## src/rtl/bus_burst_responder_pkg.sv

```systemverilog
// Shared definitions for the burst-bus responder.
//  - state_t   : responder FSM states
//  - BUS_W     : bus data width (address/data phases share one 32-bit lane)
//  - BE_W      : number of byte lanes
//  - CNT_W     : remaining-word counter width (burst_size is words-1, so up to 256 words)
//  - lane_mask : expands byte enables into a 32-bit data mask
package bus_burst_responder_pkg;

  localparam int BUS_W = 32;
  localparam int BE_W  = 4;
  localparam int CNT_W = 9;

  typedef enum logic [2:0] {
    ST_IDLE,
    ST_RD_FETCH,
    ST_RD_DATA,
    ST_RD_END,
    ST_WR_DATA,
    ST_ERROR,
    ST_ERR_WAIT
  } state_t;

  function automatic logic [BUS_W-1:0] lane_mask(input logic [BE_W-1:0] be);
    return {{8{be[3]}}, {8{be[2]}}, {8{be[1]}}, {8{be[0]}}};
  endfunction

endpackage

```

## src/rtl/bus_burst_responder.sv

```systemverilog
// Responder end of the shared burst bus, backed by an external synchronous RAM.
// A transaction is selected when begin_transactionIN carries an address inside
// the window at Base. Reads stream RAM words (lane-masked) with busyIN
// back-pressure; writes go straight to the RAM in the cycle data_validIN is seen.
// Bursts that would run past the end of the window are rejected with errorOUT.
//
// Ports
//  clock, n_reset          : clock, asynchronous active-low reset
//  begin_transactionIN     : start of transaction, address/control valid
//  address_dataIN          : byte address on begin, write data afterwards
//  read_n_writeIN          : 1 = read, 0 = write
//  byte_enableIN           : byte lanes for the whole transaction
//  burst_sizeIN            : words-1
//  data_validIN            : write data word valid
//  end_transactionIN       : initiator ends / aborts
//  busyIN                  : initiator stalls read data
//  address_dataOUT         : read data
//  data_validOUT           : read data valid
//  end_transactionOUT      : pulse after last read word or read error
//  errorOUT                : pulse on window overrun
//  busyOUT                 : always 0
//  mem_*                   : RAM port (read data has one cycle latency)
module bus_burst_responder
  import bus_burst_responder_pkg::*;
#(
  parameter logic [31:0] Base      = 32'h4000_0000,
  parameter int          AddrWidth = 9
) (
  input  logic                 clock,
  input  logic                 n_reset,
  input  logic                 begin_transactionIN,
  input  logic [BUS_W-1:0]     address_dataIN,
  input  logic                 read_n_writeIN,
  input  logic [BE_W-1:0]      byte_enableIN,
  input  logic [7:0]           burst_sizeIN,
  input  logic                 data_validIN,
  input  logic                 end_transactionIN,
  input  logic                 busyIN,
  output logic [BUS_W-1:0]     address_dataOUT,
  output logic                 data_validOUT,
  output logic                 end_transactionOUT,
  output logic                 errorOUT,
  output logic                 busyOUT,
  output logic [AddrWidth-1:0] mem_address,
  output logic [BUS_W-1:0]     mem_dataIn,
  output logic [BE_W-1:0]      mem_byteEnable,
  output logic                 mem_writeEnable,
  input  logic [BUS_W-1:0]     mem_dataOut
);

  localparam int SUM_W = AddrWidth + 2;
  localparam logic [SUM_W-1:0] WINDOW = SUM_W'(1) << AddrWidth;

  state_t               state_q, state_d;
  logic                 rnw_q, rnw_d;
  logic [BE_W-1:0]      be_q, be_d;
  logic [AddrWidth-1:0] addr_q, addr_d;
  logic [CNT_W-1:0]     cnt_q, cnt_d;

  logic                 select;
  logic [AddrWidth-1:0] req_addr;
  logic [CNT_W-1:0]     req_cnt;

  // Sum is kept wide enough that start+length can never wrap before the compare.
  function automatic logic burst_overruns(input logic [AddrWidth-1:0] a,
                                          input logic [CNT_W-1:0]     r);
    logic [SUM_W-1:0] sum;
    sum = SUM_W'(a) + SUM_W'(r);
    return sum > WINDOW;
  endfunction

  assign select   = begin_transactionIN &&
                    (address_dataIN[31:AddrWidth+2] == Base[31:AddrWidth+2]);
  assign req_addr = address_dataIN[AddrWidth+1:2];
  assign req_cnt  = {1'b0, burst_sizeIN} + CNT_W'(1);
  assign busyOUT  = 1'b0;

  always_ff @(posedge clock or negedge n_reset) begin
    if (!n_reset) begin
      state_q <= ST_IDLE;
      rnw_q   <= 1'b0;
      be_q    <= '0;
      addr_q  <= '0;
      cnt_q   <= '0;
    end else begin
      state_q <= state_d;
      rnw_q   <= rnw_d;
      be_q    <= be_d;
      addr_q  <= addr_d;
      cnt_q   <= cnt_d;
    end
  end

  // All bus outputs decode from the registered state, so reset clears them at once.
  always_comb begin
    state_d            = state_q;
    rnw_d              = rnw_q;
    be_d               = be_q;
    addr_d             = addr_q;
    cnt_d              = cnt_q;
    address_dataOUT    = '0;
    data_validOUT      = 1'b0;
    end_transactionOUT = 1'b0;
    errorOUT           = 1'b0;
    mem_address        = addr_q;
    mem_dataIn         = address_dataIN;
    mem_byteEnable     = be_q;
    mem_writeEnable    = 1'b0;

    unique case (state_q)
      ST_IDLE: begin
        if (select) begin
          rnw_d  = read_n_writeIN;
          be_d   = byte_enableIN;
          addr_d = req_addr;
          cnt_d  = req_cnt;
          if (burst_overruns(req_addr, req_cnt)) state_d = ST_ERROR;
          else if (read_n_writeIN)               state_d = ST_RD_FETCH;
          else                                   state_d = ST_WR_DATA;
        end
      end

      ST_RD_FETCH: begin
        state_d = end_transactionIN ? ST_IDLE : ST_RD_DATA;
      end

      ST_RD_DATA: begin
        data_validOUT   = 1'b1;
        address_dataOUT = mem_dataOut & lane_mask(be_q);
        if (end_transactionIN) begin
          state_d = ST_IDLE;
        end else if (!busyIN) begin
          // Present the next address now so its data arrives next cycle;
          // while stalled the RAM keeps re-reading the same word.
          addr_d      = addr_q + AddrWidth'(1);
          cnt_d       = cnt_q - CNT_W'(1);
          mem_address = addr_q + AddrWidth'(1);
          if (cnt_q == CNT_W'(1)) state_d = ST_RD_END;
        end
      end

      ST_RD_END: begin
        end_transactionOUT = 1'b1;
        state_d            = ST_IDLE;
      end

      ST_WR_DATA: begin
        if (data_validIN && (cnt_q != '0)) begin
          mem_writeEnable = 1'b1;
          addr_d          = addr_q + AddrWidth'(1);
          cnt_d           = cnt_q - CNT_W'(1);
        end
        if (end_transactionIN) state_d = ST_IDLE;
      end

      ST_ERROR: begin
        errorOUT = 1'b1;
        if (rnw_q)                  state_d = ST_RD_END;
        else if (end_transactionIN) state_d = ST_IDLE;
        else                        state_d = ST_ERR_WAIT;
      end

      ST_ERR_WAIT: begin
        if (end_transactionIN) state_d = ST_IDLE;
      end

      default: state_d = ST_IDLE;
    endcase
  end

endmodule

```

## config.mk

```make
export PLATFORM = sky130hd
export DESIGN_NAME = bus_burst_responder
export DESIGN_NICKNAME = d
export VERILOG_FILES = /design/src/rtl/bus_burst_responder_pkg.sv /design/src/rtl/bus_burst_responder.sv
export SDC_FILE = /design/constraint.sdc
export NUM_CORES = 1
export LEC_CHECK = 0
export BUFFER_PORTS_ARGS = -buffer_cell sky130_fd_sc_hd__buf_2
export CAP_MARGIN = 20
export CORE_UTILIZATION = 45
export CTS_BUF_LIST = sky130_fd_sc_hd__clkbuf_4 sky130_fd_sc_hd__clkbuf_8 sky130_fd_sc_hd__clkbuf_16
export DETAILED_ROUTE_END_ITERATION = 10
export MAX_ROUTING_LAYER = met4
export PLACE_DENSITY = 0.8
export SYNTH_ARGS = -nofsm -noshare
export SYNTH_HDL_FRONTEND = slang
export SYNTH_SLANG_ARGS = --single-unit
```

## constraint.sdc

```tcl
create_clock -name clock -period 4.9 [get_ports clock]
set_clock_uncertainty 0.05 [all_clocks]
set_input_delay 0.735 -clock clock [delete_from_list [all_inputs] [get_ports clock]]
set_output_delay 0.735 -clock clock [all_outputs]
set_load 0.01 [all_outputs]
```

==> results.txt <==
* Num CTS Buffers: 3
- After detailed routing, the number of remaining DRC violations is 0.
* Cell area after technology mapping: 2820 um^2
* Total length of routed met2 wires: 4120 um
- Worst EP required: 4120 ps
- Max-cap violations in this run came to 0.
- Counting I/O delays and the setup requirement, the final critical path takes 3080 ps.
- Sum of negative setup slack: 0 ps
- STA classifies the critical path startpoint as a register.
- Maximum fanout along the worst path: 11
- Critical path's top delay family: simple AND/OR/NAND/NOR gates
- Pre-Repair DR Iteration Count: 4
- Clock root buffer: clkbuf_8
* TritonCTS clock tree: yes
* R2r startpoint: cnt_q[0]
- The number of antenna diodes in the final layout is 0.
* Post-CTS Hold Fix Bufs: 0
- For this design the static power due to leakage is 0.00182 uW.
- The die covers 6590 um^2.
- Share of cells above drive strength 1: 0.395
* Gr ovfl total: 0
- Status: finished, final reports clean
- In this run the post-CTS setup repair buffer count came out at 0.
- At the pin with the least slew margin, the transition time is 886 ps.
* Routed length on met3: 558 um
- The initial utilization of the core area, before any placement, comes to 0.471.
- The placed instances occupy a cell area of 3400 um^2.
* EDFF count, synth: 0
- The number of buffers and inverters on the critical path is 1.
* WL met1: 3470 um
* Synthesis warning total: 0
- The critical path in this run is classified as reg -> out.
* Maximum cell stage delay along the critical path: 550 ps
* Class of the worst hold path: in -> async
- Measured along the y axis, the die boundary spans 81.2 um.
* Vias in the first global route: 2637
- Pin placement for this block handled 165 I/O pins.
- Wires add up to 8210 um.
- Ranking of synthesized cells by area: dfrtp_1 (23%), buf_4 (9.1%), and2_1 (7.3%)
- Floorplan row count: 28
- Most common library cell in the layout ignoring fill and taps: buf_2
- Tracing the worst setup path back leads to its startpoint at state_q[0].
- HPWL Detailed: 6730 um
- After clock tree synthesis, the clock-pin slew on the worst setup and hold paths is 90 ps.
- Synthesis produced a netlist with a net count of 448.
* Tcrit/Tclk final: 0.629
* Die X: 81.2 um
* Fraction of synthesis flops using an asynchronous set or reset pin: 1.00
- Level count of the clock H-tree: 1
- Measured against its own limit, the worst slew margin works out to 0.409.
- In the final layout, flip-flops and latches occupy 651 um^2.
- Number of register bits inferred by synthesis: 26
* Area growth syn-to-layout: 22.4%
* Largest area contributor in the netlist: dfrtp_1
- Global-route wire length before repair: 12400 um
- Main synth FF type: dfrtp_1
- Most frequent cells in the layout: buf_2 (159), and2_1 (33), nand2_1 (28), dfrtp_1 (26), nor2_1 (22)
- Setup violations remaining at the end of the flow were counted as 0.
- Crit path capture type: primary output
- In this run, post-CTS repair resized a total of 0 instances.
- A synthesized cell averages 8.06 um^2.
* Fraction of synthesized cell area taken by the top area cell type: 0.231
* Clock network latency to the later pin of the worst-skew pair: 270 ps
- Traced cell by cell, the critical path runs through nor2_1 > and3_1 > mux2_2 > buf_2.
- Maximum clock frequency: 325 MHz
- Maximum number of pins on one net before global-route repair: 27
- Worst Path Arrival: 2300 ps
* Endpoint of the most critical register-to-register path: cnt_q[0]
- Synthesis handed over a netlist of 350 instances.
- Power density over the cells: 145 nW/um^2
* Overall power consumption: 501 uW
- Final worst-path setup slack: 1820 ps
- Summing all multi-input logic gate instances after layout gives 1820 um^2.
- Post-Route Hold Slack: 422 ps
- The total area inside the core boundary comes to 5990 um^2.
* WL per Instance: 15.1 um
* Maximum clock insertion buffer count: 2
- CTS saw 26 sinks.
- Weighted congestion reported at the end of routability-driven placement: 0.868
- Antenna violations before repair: 0
- Fill cells in the final layout number 564.
- Worst setup path endpoint: mem_address[1]
- For this run, the total global-route usage over all layers was measured as 0.250.
* DP Worst Slack: 1770 ps
- Unrepaired setup endpoints after global routing: no
* Top layer in use: met4
- Worst-case register-to-register setup slack: 2620 ps
- Detailed-route via count: 2986
- Final hold violation count: 0
- Yosys mapped the design onto 56 distinct sky130hd cell types.
- Area of all placed cells without fillers: 3450 um^2
* Cell depth of the worst setup path: 4
- Slowest-stage cell, CP: and3_1
- Using the TritonRoute via totals, the vias-per-cell ratio works out to 5.50.
* Post-layout net count: 567
* Worst VDD drop: 0.000115 V
- DRT iter0 DRCs: 152
* Total count of max-transition violations in the final report: 0
- Once detail routing completed, the nets flagged for antenna violations numbered 0.
* Register area share after synthesis: 0.231
- Logic depth of the worst register-to-register path: 8
- The count of buffers added on input and output ports is 159.
[stage by stage]
stage,util,cells
finish,0.576,543
global route,0.576,543
CTS,0.576,543
detailed placement,0.567,539
global placement,0.567,539
floorplan,-,350
[worst min-delay path by stage]
| stage | startpoint | endpoint | slack (ps) | depth (start not counted) |
|---|---|---|---|---|
| finish | n_reset | mem_byteEnable[2] | 420 | 1 |
| detailed placement | mem_byteEnable[0] | mem_byteEnable[0] | 460 | 1 |
| global route | n_reset | addr_q[8] | 470 | 1 |
| CTS | n_reset | mem_byteEnable[2] | 440 | 1 |
| global placement | mem_byteEnable[0] | mem_byteEnable[0] | 450 | 1 |
| floorplan | n_reset | addr_q[0] | 390 | 0 |
[flip-flops by register name, indices dropped and copies added (netlist names)]
signal,cells
rnw_q,1
cnt_q,9
mem_byteEnable,4
state_q,3
addr_q,9
[kinds of logic (layout without fill, tap and decap cells)]
| kind of cell | count (synthesis) | count (layout) | synth area share |
|---|---|---|---|
| adders and majority gates | 15 | 15 | 0.0692 |
| other | 1 | 1 | 0.00133 |
| xor gates and xnor gates | 21 | 21 | 0.0652 |
| buffers and inverters | 56 | 174 | 0.126 |
| muxes | 6 | 6 | 0.0240 |
| DFF | 26 | 26 | 0.231 |
| and+or+nand+nor | 146 | 146 | 0.289 |
| AOI/OAI and AO/OA | 79 | 79 | 0.195 |
[synthesized netlist by cell type, drive strengths merged (2+ instances only)]
cell / instances
a21o: 2
a21oi: 22
a22o: 2
a22oi: 2
a31oi: 2
a32oi: 5
and2: 33
and3: 10
buf: 42
clkbuf: 3
dfrtp: 26
ha: 14
inv: 11
mux2: 6
nand2: 28
nand2b: 4
nand3: 11
nand3b: 3
nand4: 9
nor2: 22
nor2b: 2
nor3: 11
nor4: 5
nor4b: 2
o211ai: 3
o21a: 4
o21ai: 18
o22a: 2
o22ai: 6
o2bb2ai: 2
o311ai: 3
xnor2: 14
xor2: 7
[report_power, final]
part	leakage (uW)	switching, uW	internal [uW]
combinational	0.00146	79.0	66.4
clock	0.0000288	69.3	71.8
sequential	0.000337	0.0148	214
total	0.00182	148	353
[per-layer routing]
metal  up-vias  track usage
li1       1460            -
met1      1393        0.315
met2       127        0.433
met3         6       0.0258
met4         0       0.0464
met5         -            -
[cell type report]
cell class | count | area share
flip-flops and latches | 26 | 0.188
clock buffers | 4 | 0.0159
inverters | 11 | 0.0120
well taps | 75 | 0.0272
repair buffers | 159 | 0.231
multi-input cells | 268 | 0.526
No activity file was read; power rests on OpenSTA's default activity.
